<file path="config.mk">
export PLATFORM = sky130hd
export DESIGN_NAME = mbus_wr_arbiter
export DESIGN_NICKNAME = d
export VERILOG_FILES = /design/src/rtl/mbus_pkg.sv /design/src/rtl/mbus_rr_arbiter.sv /design/src/rtl/mbus_wr_arbiter.sv
export SDC_FILE = /design/constraint.sdc
export NUM_CORES = 1
export LEC_CHECK = 0
export CAP_MARGIN = 20
export CORE_AREA = 2 2 314 316
export CTS_CLUSTER_SIZE = 25
export DETAILED_ROUTE_END_ITERATION = 7
export DIE_AREA = 0 0 316 318
export HOLD_SLACK_MARGIN = 0.15
export PLACE_DENSITY_LB_ADDON = 0.05
export SLEW_MARGIN = 0
export SYNTH_ARGS = -nofsm -noshare
export SYNTH_HDL_FRONTEND = slang
export SYNTH_SLANG_ARGS = --single-unit
</file>
<file path="constraint.sdc">
create_clock -name i_axi_aclk -period 2.5 [get_ports i_axi_aclk]
set_input_delay 0.25 -clock i_axi_aclk [delete_from_list [all_inputs] [get_ports i_axi_aclk]]
set_output_delay 0.25 -clock i_axi_aclk [all_outputs]
set_load 0.01 [all_outputs]
</file>
<file path="src/rtl/mbus_pkg.sv">
// -----------------------------------------------------------------------------
// mbus_pkg
// Shared definitions for the MBUS write arbiter:
//   - mbus_state_e : transaction FSM states (idle, address, data, done)
//   - AWLEN_W      : width of the DDR burst-length field
//   - idx_w()      : width of an index into a vector of n requesters
// -----------------------------------------------------------------------------
package mbus_pkg;

    localparam int unsigned AWLEN_W = 8;

    typedef enum logic [1:0] {
        StIdle,
        StAddr,
        StData,
        StDone
    } mbus_state_e;

    // A single requester still needs a one-bit index.
    function automatic int unsigned idx_w(input int unsigned n);
        return (n > 1) ? $clog2(n) : 1;
    endfunction

endpackage

</file>
<file path="src/rtl/mbus_rr_arbiter.sv">
// -----------------------------------------------------------------------------
// mbus_rr_arbiter
// Combinational round-robin pick. The search starts at i_ptr and wraps
// around, so i_ptr is the highest-priority requester.
// Ports:
//   i_req       in  DEVICE_NUM  request vector
//   i_ptr       in  IW          first index to consider
//   o_grant     out DEVICE_NUM  one-hot grant (all zero when no request)
//   o_grant_idx out IW          index of the granted requester
// -----------------------------------------------------------------------------
module mbus_rr_arbiter
    import mbus_pkg::*;
#(
    parameter int unsigned DEVICE_NUM = 4,
    parameter int unsigned IW         = idx_w(DEVICE_NUM)
) (
    input  logic [DEVICE_NUM-1:0] i_req,
    input  logic [IW-1:0]         i_ptr,
    output logic [DEVICE_NUM-1:0] o_grant,
    output logic [IW-1:0]         o_grant_idx
);

    always_comb begin
        logic        w_found;
        int unsigned w_idx;
        o_grant     = '0;
        o_grant_idx = '0;
        w_found     = 1'b0;
        w_idx       = 0;
        for (int unsigned i = 0; i < DEVICE_NUM; i++) begin
            w_idx = (32'(i_ptr) + i) % DEVICE_NUM;
            if (!w_found && i_req[w_idx]) begin
                w_found              = 1'b1;
                o_grant[IW'(w_idx)]  = 1'b1;
                o_grant_idx          = IW'(w_idx);
            end
        end
    end

endmodule

</file>
<file path="src/rtl/mbus_wr_arbiter.sv">
// -----------------------------------------------------------------------------
// mbus_wr_arbiter
// Arbitrates DEVICE_NUM write requesters onto one DDR AXI-style write channel.
// Each grant issues one address phase followed by BURST_BEATS data beats.
//
// Optional feature (macro MBUS_WR_TIMEOUT_EN): a watchdog in the data phase.
// After TIMEOUT_CYCLES cycles without an accepted beat the remaining beats are
// flushed as zero words and o_err is set until reset. Without the macro o_err
// is tied low and the data phase waits indefinitely.
//
// Ports:
//   i_axi_aclk, i_rstn               clock, async active-low reset
//   i_mbus_wrq    [N]                per-device request
//   i_mbus_waddr  [N*CTRL_ADDR_WIDTH] packed start addresses, device 0 in LSBs
//   i_mbus_wdata  [N*DW]             packed write words, device 0 in LSBs
//   i_mbus_wready [N]                per-device word valid
//   o_mbus_wdata_rq                  data phase active, requester should stream
//   o_mbus_wbusy                     transaction in progress
//   o_mbus_wsel   [N]                one-hot grant
//   o_ddr_aw*                        DDR address channel
//   o_ddr_w*, i_ddr_wready           DDR data channel
//   o_err                            sticky watchdog flag
// -----------------------------------------------------------------------------
module mbus_wr_arbiter
    import mbus_pkg::*;
#(
    parameter int unsigned MEM_DQ_WIDTH    = 16,
    parameter int unsigned CTRL_ADDR_WIDTH = 28,
    parameter int unsigned BURST_LENGTH    = 8,
    parameter int unsigned DEVICE_NUM      = 4,
    parameter int unsigned BURST_BEATS     = 16,
    parameter int unsigned TIMEOUT_CYCLES  = 1024,
    localparam int unsigned DW             = MEM_DQ_WIDTH * BURST_LENGTH
) (
    input  logic                                i_axi_aclk,
    input  logic                                i_rstn,
    input  logic [DEVICE_NUM-1:0]               i_mbus_wrq,
    input  logic [DEVICE_NUM*CTRL_ADDR_WIDTH-1:0] i_mbus_waddr,
    input  logic [DEVICE_NUM*DW-1:0]            i_mbus_wdata,
    input  logic [DEVICE_NUM-1:0]               i_mbus_wready,
    output logic                                o_mbus_wdata_rq,
    output logic                                o_mbus_wbusy,
    output logic [DEVICE_NUM-1:0]               o_mbus_wsel,
    output logic [CTRL_ADDR_WIDTH-1:0]          o_ddr_awaddr,
    output logic [AWLEN_W-1:0]                  o_ddr_awlen,
    output logic                                o_ddr_awvalid,
    input  logic                                i_ddr_awready,
    output logic [DW-1:0]                       o_ddr_wdata,
    output logic                                o_ddr_wvalid,
    output logic                                o_ddr_wlast,
    input  logic                                i_ddr_wready,
    output logic                                o_err
);

    localparam int unsigned IW = idx_w(DEVICE_NUM);
    localparam int unsigned BW = $clog2(BURST_BEATS);
    localparam logic [BW-1:0]      LAST_BEAT = BW'(BURST_BEATS - 1);
    localparam logic [AWLEN_W-1:0] AWLEN_VAL = AWLEN_W'(BURST_BEATS - 1);

    mbus_state_e                r_state, w_state_nxt;
    logic [DEVICE_NUM-1:0]      r_sel;
    logic                       r_busy;
    logic                       r_wdata_rq;
    logic [IW-1:0]              r_idx;
    logic [IW-1:0]              r_ptr;
    logic [CTRL_ADDR_WIDTH-1:0] r_addr;
    logic [BW-1:0]              r_beat;

    logic [DEVICE_NUM-1:0]      w_grant;
    logic [IW-1:0]              w_grant_idx;
    logic [DW-1:0]              w_word;
    logic                       w_dev_ready;
    logic                       w_force;
    logic                       w_accept;
    logic                       w_last;

    mbus_rr_arbiter #(
        .DEVICE_NUM (DEVICE_NUM),
        .IW         (IW)
    ) u_rr (
        .i_req       (i_mbus_wrq),
        .i_ptr       (r_ptr),
        .o_grant     (w_grant),
        .o_grant_idx (w_grant_idx)
    );

    assign w_word      = i_mbus_wdata[r_idx*DW +: DW];
    assign w_dev_ready = i_mbus_wready[r_idx];
    assign w_last      = (r_beat == LAST_BEAT);

    // FSM next state and decoded outputs. Outputs are qualified by state so an
    // asynchronous reset forces every output low in the same cycle.
    always_comb begin
        w_state_nxt   = r_state;
        o_ddr_awvalid = 1'b0;
        o_ddr_awlen   = '0;
        o_ddr_wvalid  = 1'b0;
        o_ddr_wdata   = '0;
        o_ddr_wlast   = 1'b0;
        w_accept      = 1'b0;
        unique case (r_state)
            StIdle: begin
                if (|i_mbus_wrq) w_state_nxt = StAddr;
            end
            StAddr: begin
                o_ddr_awvalid = 1'b1;
                o_ddr_awlen   = AWLEN_VAL;
                if (i_ddr_awready) w_state_nxt = StData;
            end
            StData: begin
                o_ddr_wvalid = w_force | w_dev_ready;
                o_ddr_wdata  = w_force ? '0 : w_word;
                o_ddr_wlast  = w_last;
                w_accept     = o_ddr_wvalid & i_ddr_wready;
                if (w_accept && w_last) w_state_nxt = StDone;
            end
            StDone: begin
                w_state_nxt = StIdle;
            end
            default: w_state_nxt = StIdle;
        endcase
    end

    always_ff @(posedge i_axi_aclk or negedge i_rstn) begin
        if (!i_rstn) begin
            r_state <= StIdle;
        end else begin
            r_state <= w_state_nxt;
        end
    end

    always_ff @(posedge i_axi_aclk or negedge i_rstn) begin
        if (!i_rstn) begin
            r_sel      <= '0;
            r_busy     <= 1'b0;
            r_wdata_rq <= 1'b0;
            r_idx      <= '0;
            r_ptr      <= '0;
            r_addr     <= '0;
            r_beat     <= '0;
        end else begin
            case (r_state)
                StIdle: begin
                    if (|i_mbus_wrq) begin
                        r_sel  <= w_grant;
                        r_busy <= 1'b1;
                        r_idx  <= w_grant_idx;
                        r_addr <= i_mbus_waddr[w_grant_idx*CTRL_ADDR_WIDTH +: CTRL_ADDR_WIDTH];
                        r_beat <= '0;
                    end
                end
                StAddr: begin
                    if (i_ddr_awready) r_wdata_rq <= 1'b1;
                end
                StData: begin
                    if (w_accept) begin
                        if (w_last) begin
                            r_beat     <= '0;
                            r_wdata_rq <= 1'b0;
                        end else begin
                            r_beat <= r_beat + 1'b1;
                        end
                    end
                end
                StDone: begin
                    r_sel  <= '0;
                    r_busy <= 1'b0;
                    // Next search starts just past the device we served.
                    r_ptr  <= (r_idx == IW'(DEVICE_NUM - 1)) ? '0 : r_idx + 1'b1;
                end
                default: ;
            endcase
        end
    end

`ifdef MBUS_WR_TIMEOUT_EN
    localparam int unsigned TW = $clog2(TIMEOUT_CYCLES + 1);

    logic [TW-1:0] r_to_cnt;
    logic          r_force;
    logic          r_err;

    // Counts data-phase cycles since the last accepted beat; once the limit
    // is hit the burst is completed with zero words so the DDR side is not
    // left holding a partial burst.
    always_ff @(posedge i_axi_aclk or negedge i_rstn) begin
        if (!i_rstn) begin
            r_to_cnt <= '0;
            r_force  <= 1'b0;
            r_err    <= 1'b0;
        end else if (r_state != StData) begin
            r_to_cnt <= '0;
            r_force  <= 1'b0;
        end else if (w_accept) begin
            r_to_cnt <= '0;
        end else if (!r_force) begin
            if (r_to_cnt == TW'(TIMEOUT_CYCLES - 1)) begin
                r_force <= 1'b1;
                r_err   <= 1'b1;
            end else begin
                r_to_cnt <= r_to_cnt + 1'b1;
            end
        end
    end

    assign w_force = r_force;
    assign o_err   = r_err;
`else
    // Watchdog compiled out; the limit parameter stays in the shared list.
    logic [31:0] w_unused_timeout;
    assign w_unused_timeout = TIMEOUT_CYCLES;
    assign w_force          = 1'b0;
    assign o_err            = 1'b0;
`endif

    assign o_mbus_wsel     = r_sel;
    assign o_mbus_wbusy    = r_busy;
    assign o_mbus_wdata_rq = r_wdata_rq;
    assign o_ddr_awaddr    = r_addr;

endmodule

</file>
* Word-level counts from Yosys, hierarchy flattened
Cells that the tools add are included.
** Word-level totals
- Flip-flop bits (word level) :: 44
- Output and inout port bits :: 174
- Word-level logic and storage cells :: 116
** Operators by class
- Add/sub/neg operators :: 5
- Multipliers :: 1
- $lt $le $gt $ge :: 13
- Equality and inequality tests :: 10
- Shift operators :: 2
- Muxes and demuxes :: 52
- Bitwise operators :: 4
- Reduce and logical (&&, ||, !) cells :: 21
** Operators with widths (number)
- 512-bit by 10-bit variable part select with 128-bit output :: 1
- 128-bit two-way mux :: 1
- 112-bit by 8-bit variable part select with 28-bit output :: 1
- 4-bit two-way mux :: 9
- 2-bit by 3-bit less-than comparator with 1-bit output, second input constant :: 9
- 1-bit two-way mux :: 20
- 2-bit two-way mux :: 8
- 4-bit one-hot mux with 2 select lines :: 2
- 4-bit OR :: 3
- 1-bit binary-select mux with 2-bit select :: 5
- 2-bit inequality test, second input constant :: 5
- 1-bit demux with 2-bit select :: 4
- 2-bit by 1-bit greater-or-equal comparator with 1-bit output, second input constant :: 4
- 1-bit logical AND :: 8
- 2-bit one-hot mux with 4 select lines :: 1
- 2-bit equality test, second input constant :: 3
- 3-bit AND reduction :: 2
- 2-bit nonzero test :: 3
- 2-bit by 3-bit multiplier with 5-bit output, second input constant :: 1
- 2-bit by 1-bit adder with 2-bit output, second input constant :: 2
- 2-bit adder, second input constant :: 2
- 4-bit by 1-bit adder with 4-bit output, second input constant :: 1
- 4-bit equality test, second input constant :: 1
- 1-bit one-hot mux with 2 select lines :: 2
- 7 further kinds :: 10

* Logic depth before layout (Yosys ltp)
Gate-level depths: netlist (run 1).
- Depth in word-level cells :: 14
- Gate-level depth with buffers :: 11
- Gate-level depth less buffers :: 8

* By module
Synthesis (run 1) repeated with hierarchy kept, for this count alone.
** Unflattened totals
- Cell total of the unflattened synthesis :: 551
- Area total of the unflattened synthesis :: 7008.0 µm²
** By module, submodules not included
- mbus_wr_arbiter :: instances 1, cells an instance 486, area an instance 6518.8 µm², seq. area each 1101.1 µm²
- mbus_rr_arbiter :: instances 1, cells an instance 65, area an instance 489.2 µm², seq. area each 0.0 µm²

* Worst setup path after synthesis (run 1)
No wires, ideal clock.
- Path kind :: reg2reg
- Start :: reg r_ptr[0]
- End :: reg r_addr[10], in the netlist o_ddr_awaddr[10]
- Data arrival time :: 2.460 ns
- Path slack :: -0.102 ns
- Stages on the path, launching flop included :: 12
- Path buffers :: 3
- Cell sequence :: dfrtp_1 -> buf_6 -> inv_1 -> ha_1 -> mux4_2 -> nor2b_4 -> o21ai_2 -> o21ai_2 -> buf_12 -> buf_12 -> mux2i_1 -> o221ai_1
** On the way
- Word-level cells in the longest chain between the ends :: 14
** RTL lines
- start: declaration :: line mbus_wr_arbiter.sv:65 : logic [IW-1:0] r_ptr;
- start signal: assignment :: line mbus_wr_arbiter.sv:169 : r_ptr <= (r_idx == IW'(DEVICE_NUM - 1)) ? '0 : r_idx + 1'b1;
- parallel branches: the longest is 11 deep, another holds 2-bit by 1-bit adder with 2-bit output
- 2-bit two-way mux * :: line mbus_rr_arbiter.sv:32 : if (!w_found && i_req[w_idx]) begin
- 2-bit by 3-bit multiplier with 5-bit output * :: line mbus_wr_arbiter.sv:148 : r_addr <= i_mbus_waddr[w_grant_idx*CTRL_ADDR_WIDTH +: CTRL_ADDR_WIDTH];
- 112-bit by 8-bit variable part select with 28-bit output * :: line mbus_wr_arbiter.sv:148
- end signal: assignment :: line mbus_wr_arbiter.sv:148
- end: declaration :: line mbus_wr_arbiter.sv:66 : logic [CTRL_ADDR_WIDTH-1:0] r_addr;
Every way passes the cells marked *. The select of a mux whose other input is x is not followed.
A chain may end at the register's enable or synchronous reset.

* Worst setup path in the final report (run 1)
- Start :: reg r_idx[0]
- End :: out o_ddr_wdata[69]
** On the way
- Word-level cells in the longest chain between the ends :: 2
** RTL lines
- start: declaration :: line mbus_wr_arbiter.sv:64 : logic [IW-1:0] r_idx;
- start signal: assignment :: line mbus_wr_arbiter.sv:147 : r_idx <= w_grant_idx;
- 512-bit by 10-bit variable part select with 128-bit output :: line mbus_wr_arbiter.sv:87 : assign w_word = i_mbus_wdata[r_idx*DW +: DW];
- 128-bit two-way mux :: line mbus_wr_arbiter.sv:101 : unique case (r_state)
- end: declaration :: line mbus_wr_arbiter.sv:48 : output logic [DW-1:0] o_ddr_wdata,
Every way passes these cells.

==> reports/metrics.yaml, run 1 <==
crit_chain: "buf_8 -> buf_12 -> buf_12 -> buf_6 -> mux4_2 -> and2_4 -> buf_6"
ys.flop_type: "dfrtp_1"
p_leak_uw: 0.00678
cp_top_family: "buffers and inverters"
ant_nets: 0
clock-sinks: 44
die_w_um: 316
status: "finished, violations left"
syn_avg_cell_area_um2: 11.6
hold_class: "in -> async"
final-setup-viol-count: 3
fillers: 10700
cp.required_ns: 2.25
drt_iter0_markers: 337
path_max_fanout: 6
drive_above_1_share_pct: 28.6
synth-edff-count: 0
row_count: 115
fmax_mhz: 392
htreeDepth: 2
power_switching_uw: 7060
grt_pass1_wl_um: 101000
regArea_um2: 1110
die_area_um2: 100000
grt_pass1_vias: 10200
cp_slowest_cell: "mux4_2"
ys_warn_count: 0
area_growth_pct: 157
viasPerCell: 3.29
cts_inserted_buffers: 5
clock_latency_ns: 0.33
fin_crit_sh_pct: 102
post-route-drc-count: 0
wl_um: 78100
fp.coreArea_um2: 97400
hold_ws_ns: 0.386
startpoint_type: "flop"
p_sw_share_pct: 43.4
ios: 810
drtPass1Iterations: 4
vias: 9045
skew_ns: 0.00964
violations: "setup timing"
worstPathArrival_ns: 2.30
clock-root-buffer: "clkbuf_16"
path_class: "reg -> out"
synth_seq_cells: 44
fin_crit_ns: 2.55
fin_tns_setup_ns: -0.0686
synth.top_cell.area_share_pct: 42.7
grt.total_usage_pct: 15.1
synth-seq-area-share_pct: 15.8
initial_core_util_pct: 7.14
cp_num_cells: 7
antenna_found_initial: 30
power.internal_uw: 9210
layout.nets: 2107
grt.overflow.total: 0
hpwlAfterDp_um: 67700
worst-path-buf-inv: 5
maxSlewHeadroom_pct: 39.1
path_clk_slew_ns: 0.08
hold_violations: 0
final_util_pct: 18.4
p_seq_share_pct: 8.1
setup.worst_path.end_class: "primary output"
async_reset_ff_share_pct: 100
p_per_area_nw_per_um2: 910
routedWlPerCell_um: 28.4
io_buffers: 804
synth_area_um2: 6950
synth_top_area_cell: "mux4_2"
synth_commonest_cells: "132 x mux4_2, 130 x and2_1, 61 x mux2i_1, 44 x dfrtp_1, 40 x nand2_1"
cts.path.max_buffers: 2
combPwrFrac_pct: 86.3
slowest_delay_ns: 0.57
ys_top_cells_by_area: "mux4_2 43%, dfrtp_1 16%, and2_1 12%"
multi_input_area_um2: 5580
irDropWorstVdd_uv: 353
tightest_slew_ns: 0.905
final_max_slew_viol_count: 0
fp.dieH_um: 318
cts_tree: "yes"
synth.most_common_cell: "mux4_2"
worst_slack_ns: -0.0486
grt_start_max_net_pins: 47
rsz0062_at_grt: "yes"
cap_violations: 0
place_congestion: 0.884
postSynthCellCount: 598
ff2ff_path_depth: 10
synthDistinctLibCells: 41
pwr-share-clk_pct: 5.6
[power by group through the flow]
stage	clock, µW	combinational [µW]	sequential (µW)
5_1_grt	996	15000	1370
3_5_place_dp	0	12900	1320
2_1_floorplan	0	6120	1370
6_report	917	14000	1310
4_1_cts	994	14700	1330
3_3_place_gp	0	12900	1330
[metrics by stage]
stage / std cells / power (µW) / setup WS, ns / cell area, µm²
floorplan: 602 / 7490 / 0.0265 / 6980
global placement: 2680 / 14200 / -0.0332 / 16900
detailed placement: 2680 / 14200 / -0.0422 / 16900
CTS: 2748 / 17000 / -0.119 / 18000
global route: 2744 / 17400 / -0.0965 / 17900
finish: 2749 / 16300 / -0.0486 / 17900
[logic make-up after synthesis]
family | count (synthesis) | synth area share, %
simple gates | 197 | 16.0
mux | 194 | 51.7
fa+ha+maj | 15 | 2.70
flops | 44 | 15.8
compound gates | 68 | 7.30
buf+inv | 79 | 6.37
other cells | 1 | 0.0539
[layout make-up]
class / instances / share of cell area, %
inverters: 7 / 0.147
flip-flops and latches: 44 / 6.21
well taps: 1287 / 9.01
multi-input cells: 479 / 31.2
repair buffers: 919 / 52.4
diodes: 5 / 0.0700
clock buffers: 6 / 0.777
clock inverters: 2 / 0.217
[per-layer routing]
layer,part of all wire [%],wire [µm],track usage [%]
met5,0.19,151,0
met4,0.70,549,1.31
met3,6.4,4970,3.87
met2,57,44500,30.1
met1,36,28000,16.2
[final timing paths]
check,start,endpoint,slack (ns)
max,r_idx[0],o_ddr_wdata[69],-0.05
min,i_rstn,o_ddr_awaddr[18],0.39
max reg2reg,r_idx[0],r_beat[3],0.12
min reg2reg,o_ddr_awaddr[2],o_ddr_awaddr[2],0.49
max in group asynchronous,i_rstn,r_ptr[0],1.59
min in group i_axi_aclk,o_ddr_awaddr[2],o_ddr_awaddr[2],0.49
[cells in the final DEF, fill, tap and decap left out, drive strengths merged, types with 2 or more instances in the layout]
cell and count:
conb 5, a22o 4, bufbuf 2, nand3 5
nor3b 2, nor2 9, mux4 132, clkbuf 18
diode 5, and2 130, a22oi 8, mux2i 61
o21ai 19, ha 15, inv 7, dfrtp 44
nand2 40, o221ai 28, dlygate4sd2 11, buf 196
nor2b 3, a21oi 3, a211oi 2, nor3 2
clkdlybuf4s50 673, clkdlybuf4s15 23
[registers in the layout (all words and copies together) (netlist names)]
register,count
r_ptr,2
r_idx,2
r_state,2
o_mbus_wsel,4
o_ddr_awaddr,28
r_beat,4
o_mbus_wbusy,1
o_mbus_wdata_rq,1
[repair_timing]
action                                  4_1_cts  5_1_grt
hold buffers                                  1        0
gates cloned                                 12        0
pin swaps                                    28        9
resized for setup                           546       68
hold endpoints to repair                      9        0
endpoints found under the setup margin      130       76
buffers inserted                             47        2
Note: power is estimated with default switching activity, not from simulation.
==> run 2, diff against run 1 <==
--- a/config.mk
+++ b/config.mk
@@ -7,6 +7,7 @@
 export LEC_CHECK = 0
 export CAP_MARGIN = 20
 export CORE_AREA = 2 2 314 316
+export CTS_CLUSTER_DIAMETER = 50
 export CTS_CLUSTER_SIZE = 25
 export DETAILED_ROUTE_END_ITERATION = 7
 export DIE_AREA = 0 0 316 318
==> results of run 2 <==
No change in the layout: final DEF, timing and power equal those of run 1.
